`config.mk`:
```
export PLATFORM = sky130hd
export DESIGN_NAME = spi_main_flat
export DESIGN_NICKNAME = d
export VERILOG_FILES = /design/src/rtl/spi_main_if.sv /design/src/rtl/spi_main.sv /design/src/flat_wrapper.sv
export SDC_FILE = /design/constraint.sdc
export NUM_CORES = 1
export LEC_CHECK = 0
export ABC_AREA = 1
export BUFFER_PORTS_ARGS = -buffer_cell sky130_fd_sc_hd__buf_2
export CAP_MARGIN = 10
export CORE_UTILIZATION = 50
export CTS_CLUSTER_DIAMETER = 40
export DETAILED_ROUTE_END_ITERATION = 7
export MAX_ROUTING_LAYER = met4
export PLACE_DENSITY = 0.71
export REMOVE_ABC_BUFFERS = 1
export SYNTH_ARGS = -nofsm -noshare
export SYNTH_HDL_FRONTEND = slang
export SYNTH_SLANG_ARGS = --single-unit
export TNS_END_PERCENT = 1
```
`constraint.sdc`:
```
create_clock -name clk -period 3.48 [get_ports clk]
set_input_delay 0.174 -clock clk [delete_from_list [all_inputs] [get_ports clk]]
set_output_delay 0.174 -clock clk [all_outputs]
set_load 0.01 [all_outputs]
```
`src/rtl/spi_main_if.sv`:
```
// Word-level bus between the user logic and the SPI main controller.
// The user side takes the master modport; spi_main takes the slave modport.
interface spi_main_if #(
  parameter int WORD_BITS = 8
);
  logic                 start;
  logic                 keep_selected;
  logic                 finish;
  logic [WORD_BITS-1:0] data_word_to_send;
  logic                 ready;
  logic                 word_ready;
  logic [WORD_BITS-1:0] data_word_received;

  modport master (
    output start, keep_selected, finish, data_word_to_send,
    input  ready, word_ready, data_word_received
  );

  modport slave (
    input  start, keep_selected, finish, data_word_to_send,
    output ready, word_ready, data_word_received
  );
endinterface

```
`src/rtl/spi_main.sv`:
```
// SPI main, mode 0 (CPOL=0, CPHA=0), MSB first, full duplex.
// Each half SCK period lasts CLK_DIV clk cycles. A word may leave chip
// select asserted so that the next word follows under the same selection.
module spi_main #(
  parameter int WORD_BITS = 8,
  parameter int CLK_DIV   = 4
) (
  input  logic        clk,
  input  logic        rst,
  spi_main_if.slave   bus,
  output logic        neg_enable,
  output logic        sck,
  output logic        out_bit,
  input  logic        in_bit
);
  localparam int DIV_W = (CLK_DIV > 1) ? $clog2(CLK_DIV) : 1;
  localparam int BIT_W = (WORD_BITS > 1) ? $clog2(WORD_BITS) : 1;
  localparam logic [DIV_W-1:0] DIV_LAST = DIV_W'(CLK_DIV - 1);
  localparam logic [BIT_W-1:0] BIT_TOP  = BIT_W'(WORD_BITS - 1);

  typedef enum logic [2:0] {
    S_IDLE, S_SETUP, S_HIGH, S_LOW, S_TRAIL, S_GAP, S_CHAINED
  } state_t;

  state_t               state_q, state_d;
  logic [DIV_W-1:0]     div_q, div_d;
  logic [BIT_W-1:0]     bit_q, bit_d;
  logic [WORD_BITS-1:0] tx_q, tx_d;
  logic [WORD_BITS-1:0] rx_q, rx_d;
  logic [WORD_BITS-1:0] drx_q, drx_d;
  logic                 keep_q, keep_d;
  logic                 ne_q, ne_d;
  logic                 sck_q, sck_d;
  logic                 ob_q, ob_d;
  logic                 rdy_q, rdy_d;
  logic                 wr_q, wr_d;
  logic                 half_done;

  assign half_done              = (div_q == DIV_LAST);
  assign neg_enable             = ne_q;
  assign sck                    = sck_q;
  assign out_bit                = ob_q;
  assign bus.ready              = rdy_q;
  assign bus.word_ready         = wr_q;
  assign bus.data_word_received = drx_q;

  // State and output registers; reset drops the link immediately, even mid-word.
  always_ff @(posedge clk or posedge rst) begin
    if (rst) begin
      state_q <= S_IDLE;
      div_q   <= '0;
      bit_q   <= '0;
      tx_q    <= '0;
      rx_q    <= '0;
      drx_q   <= '0;
      keep_q  <= 1'b0;
      ne_q    <= 1'b1;
      sck_q   <= 1'b0;
      ob_q    <= 1'b0;
      rdy_q   <= 1'b1;
      wr_q    <= 1'b0;
    end else begin
      state_q <= state_d;
      div_q   <= div_d;
      bit_q   <= bit_d;
      tx_q    <= tx_d;
      rx_q    <= rx_d;
      drx_q   <= drx_d;
      keep_q  <= keep_d;
      ne_q    <= ne_d;
      sck_q   <= sck_d;
      ob_q    <= ob_d;
      rdy_q   <= rdy_d;
      wr_q    <= wr_d;
    end
  end

  // Next-state and next-output logic; timed states advance on half_done.
  always_comb begin
    state_d = state_q;
    div_d   = '0;
    bit_d   = bit_q;
    tx_d    = tx_q;
    rx_d    = rx_q;
    drx_d   = drx_q;
    keep_d  = keep_q;
    ne_d    = ne_q;
    sck_d   = sck_q;
    ob_d    = ob_q;
    rdy_d   = rdy_q;
    wr_d    = 1'b0;

    if (state_q != S_IDLE && state_q != S_CHAINED)
      div_d = half_done ? '0 : div_q + DIV_W'(1);

    case (state_q)
      S_IDLE, S_CHAINED: begin
        // start beats finish; in CHAINED the chip select is already low
        if (bus.start) begin
          tx_d    = bus.data_word_to_send;
          keep_d  = bus.keep_selected;
          rx_d    = '0;
          bit_d   = BIT_TOP;
          ne_d    = 1'b0;
          ob_d    = bus.data_word_to_send[WORD_BITS-1];
          rdy_d   = 1'b0;
          state_d = S_SETUP;
        end else if (state_q == S_CHAINED && bus.finish) begin
          ne_d    = 1'b1;
          rdy_d   = 1'b0;
          state_d = S_GAP;
        end
      end
      S_SETUP, S_LOW: begin
        if (half_done) begin
          sck_d   = 1'b1;
          rx_d    = {rx_q[WORD_BITS-2:0], in_bit};
          state_d = S_HIGH;
        end
      end
      S_HIGH: begin
        if (half_done) begin
          sck_d = 1'b0;
          if (bit_q == '0) begin
            state_d = S_TRAIL;
          end else begin
            bit_d   = bit_q - BIT_W'(1);
            ob_d    = tx_q[bit_d];
            state_d = S_LOW;
          end
        end
      end
      S_TRAIL: begin
        if (half_done) begin
          drx_d = rx_q;
          wr_d  = 1'b1;
          if (keep_q) begin
            rdy_d   = 1'b1;
            state_d = S_CHAINED;
          end else begin
            ne_d    = 1'b1;
            state_d = S_GAP;
          end
        end
      end
      S_GAP: begin
        if (half_done) begin
          rdy_d   = 1'b1;
          state_d = S_IDLE;
        end
      end
      default: state_d = S_IDLE;
    endcase
  end
endmodule

```
`src/flat_wrapper.sv`:
```
// flat-port wrapper written by rule: the top's interface ports become plain ports
module spi_main_flat 
#(
  parameter int WORD_BITS = 8,
  parameter int CLK_DIV   = 4
)
  (clk, rst, neg_enable, sck, out_bit, in_bit, bus_start, bus_keep_selected, bus_finish, bus_data_word_to_send, bus_ready, bus_word_ready, bus_data_word_received);
  spi_main_if #(.WORD_BITS(WORD_BITS)) bus_i ();
  input  logic clk;
  input  logic rst;
  output logic neg_enable;
  output logic sck;
  output logic out_bit;
  input  logic in_bit;
  input wire logic [$bits(bus_i.start)-1:0] bus_start;
  input wire logic [$bits(bus_i.keep_selected)-1:0] bus_keep_selected;
  input wire logic [$bits(bus_i.finish)-1:0] bus_finish;
  input wire logic [$bits(bus_i.data_word_to_send)-1:0] bus_data_word_to_send;
  output wire logic [$bits(bus_i.ready)-1:0] bus_ready;
  output wire logic [$bits(bus_i.word_ready)-1:0] bus_word_ready;
  output wire logic [$bits(bus_i.data_word_received)-1:0] bus_data_word_received;
  assign bus_i.start = bus_start;
  assign bus_i.keep_selected = bus_keep_selected;
  assign bus_i.finish = bus_finish;
  assign bus_i.data_word_to_send = bus_data_word_to_send;
  assign bus_ready = bus_i.ready;
  assign bus_word_ready = bus_i.word_ready;
  assign bus_data_word_received = bus_i.data_word_received;
  spi_main #(.WORD_BITS(WORD_BITS), .CLK_DIV(CLK_DIV)) u_core (.clk(clk), .rst(rst), .bus(bus_i), .neg_enable(neg_enable), .sck(sck), .out_bit(out_bit), .in_bit(in_bit));
endmodule
```
==> impl_metrics.yaml <==
status:
  status: "finished clean"
route:
  route.detailed.drc: 0
  firstDrtPassIters: 4
  via_per_inst: 4.78
  wl_um: 3340
  final_antenna_net_count: 0
  num_vias: 1405
  drt_iter0_drc: 61
  routedWlPerCell_um: 11.4
pwr:
  p_leak_nw: 1.11
  powerDensity_nw_per_um2: 905
  peakVddDrop_mv: 0.506
final_layout:
  drive_gt1_share_pct: 31.7
  nNetsFinal: 262
  layout_common_cells: "42 x nand2_1, 36 x dfrtp_1, 30 x inv_1, 26 x buf_2, 18 x o21ai_2"
  layout_commonest_cell: "nand2_1"
  insertedDiodeCount: 0
  fin_cells: 294
  syn_to_final_growth_pct: 15.0
worst_setup_path:
  crit_start: "u_core.bit_q[0]"
  critPathArrivalTime_ns: 1.79
  slowest_stage: "dfrtp_1"
  cpMostUsedCell: "nand2_1"
  critical_path.startpoint_type: "register"
  crit_path_max_fanout: 8
  cp.required_ns: 3.65
  path_cells: "inv_1 -> ha_1 -> nand2_1 -> nand3_1 -> nand2_1 -> nand3_2 -> nor2_1 -> a21oi_2"
  r2r-start: "u_core.bit_q[0]"
  end_kind: "register"
  cpPeakStageDelay_ns: 0.43
  critPathKind: "reg2reg"
run:
  maxCapViolations: 0
sta:
  clock_skew_ns: 0.00763
  finalHoldViolCount: 0
  worst_pin_slew_ns: 0.459
  holdWs_ns: 0.0909
  setup_viol_count_final: 0
  max_slew_margin_pct: 69.4
  rsz0062_at_grt: "false"
  setup_tns_ns: 0
  layout_min_cycle_time_ns: 1.62
  fmaxAchievable_ghz: 0.618
  period_share_pct: 46.5
  maxSlewViolCount: 0
floorplanning:
  start_util_pct: 52.6
  die_w_um: 64.3
  die_y_um: 64.3
  core_area_um2: 3690
  dieArea_um2: 4130
  num_rows: 22
  io_pins: 27
synthesis:
  yosysWarnings: 0
  syn_area_um2: 1940
  synth-async-reset-ratio_pct: 100
  seq_area_frac_synth_pct: 49.2
  synth_area_per_cell_um2: 9.02
  ys.flop_type: "dfrtp_1"
  postSynthCellCount: 215
  ys_types: 29
  ys_seq_elements: 38
  synth-edff-count: 0
clocking:
  post_cts_resized: 0
  insertion_delay_ns: 0.29
  cts_root_buf: "clkbuf_8"
  cts_tree: "built"
  clkTransAtPathRegs_ns: 0.07
  clkSinkCount: 38
  htree_levels: 2
  clk_path_buf_depth: 2
  cts_made_buffers: 5
global_routing:
  grt_pass1_wl_um: 5950
  grt_max_degree: 39
  antenna_found_initial: 0
  grt_usage_pct: 19.4
  overflow: 0
  grt_pass1_vias: 1352
worst_hold_path:
  hp-start: "bus_data_word_to_send[6]"
  hp-class: "in2reg"
place:
  dp.cells: 285
  routabilityCongestion: 0.884
  io_buffers: 26
  dp_hpwl_um: 2420
[metrics by stage]
step	setup WS, ns	util (%)	cell area, um2	total power [mW]
2_1_floorplan	2.12	-	1880	1.37
3_3_place_gp	1.88	56.3	2080	1.55
3_5_place_dp	1.88	56.3	2080	1.58
4_1_cts	1.85	60.4	2230	2.04
5_1_grt	1.71	60.4	2230	2.19
6_report	1.86	60.4	2230	2.02
[path summary, 6_finish.rpt]
kind,end,slack [ns],depth (start not counted)
max reg2reg,u_core.out_bit,1.86,8
min,u_core.tx_q[6],0.09,3
max,u_core.out_bit,1.86,8
max in group asynchronous,u_core.bus.ready,2.59,4
min reg2reg,u_core.div_q[0],0.44,1
min in group asynchronous,u_core.bus.data_word_received[7],0.53,4
[routing by layer]
layer / wire [um] / vias to the layer above / GRT usage [%]
met4: 42 / 0 / 7.22
li1: - / 745 / -
met2: 1480 / 28 / 29.2
met3: 167 / 4 / 5.89
met1: 1650 / 628 / 24.8
met5: 0 / - / -
[synthesized netlist by cell type (2+ instances only)]
cell	count	area, um2
nand2_1	42	158
dfrtp_1	36	901
inv_1	30	113
o21ai_2	18	158
o21ai_0	17	85.1
nand3_1	16	80.1
nor2_1	12	45.0
nand2_2	5	31.3
buf_6	4	45.0
inv_2	4	15.0
nand3_2	4	40.0
a21oi_1	3	15.0
ha_1	3	37.5
inv_4	3	18.8
nor2_4	3	33.8
dfstp_2	2	52.6
[repair_timing]
action	4_1_cts	5_1_grt
setup endpoints to repair	0	0
hold buffers	1	0
endpoints found under the hold margin	21	0
setup buffers	0	0
[state kept, by name, summed over array words and instances (netlist names)]
register	count
u_core.bus.data_word_received	8
u_core.rx_q	8
u_core.tx_q	8
u_core.bit_q	3
u_core.state_q	3
u_core.div_q	2
u_core.bus.ready	1
u_core.bus.word_ready	1
u_core.keep_q	1
u_core.neg_enable	1
u_core.out_bit	1
u_core.sck	1
[report_power, final]
part | total (mW) | leakage, nW | switching, mW | internal, mW
clock | 0.456 | 0.0714 | 0.150 | 0.306
sequential | 0.696 | 0.486 | 0.100 | 0.596
combinational | 0.867 | 0.549 | 0.573 | 0.294
[critical path: cells and delay by family (launching register included)]
kind	cells	cell delay (ns)
fa+ha+maj	1	0.24
buf+inv	1	0.16
flops	1	0.43
simple gates	5	0.60
compound gates	1	0.06
[kinds of logic after synthesis]
kind of cell,count (synthesis),share of synthesized area (%)
AOI/OAI and AO/OA,42,14.6
xor gates and xnor gates,2,0.903
adders and majority gates,3,1.94
buffers and inverters,43,10.8
DFF,38,49.2
and+or+nand+nor,87,22.5
[final cells by class]
cell class                      instances  area (um2)
Fill cell                             333        1460
Sequential cell                        38         953
Multi-Input combinational cell        134         776
Inverter                               38         150
Timing Repair Buffer                   28         148
Clock buffer                            6        82.6
Clock inverter                          2        60.1
Tap cell                               48        60.1
Note: power is estimated with default switching activity, not from simulation.
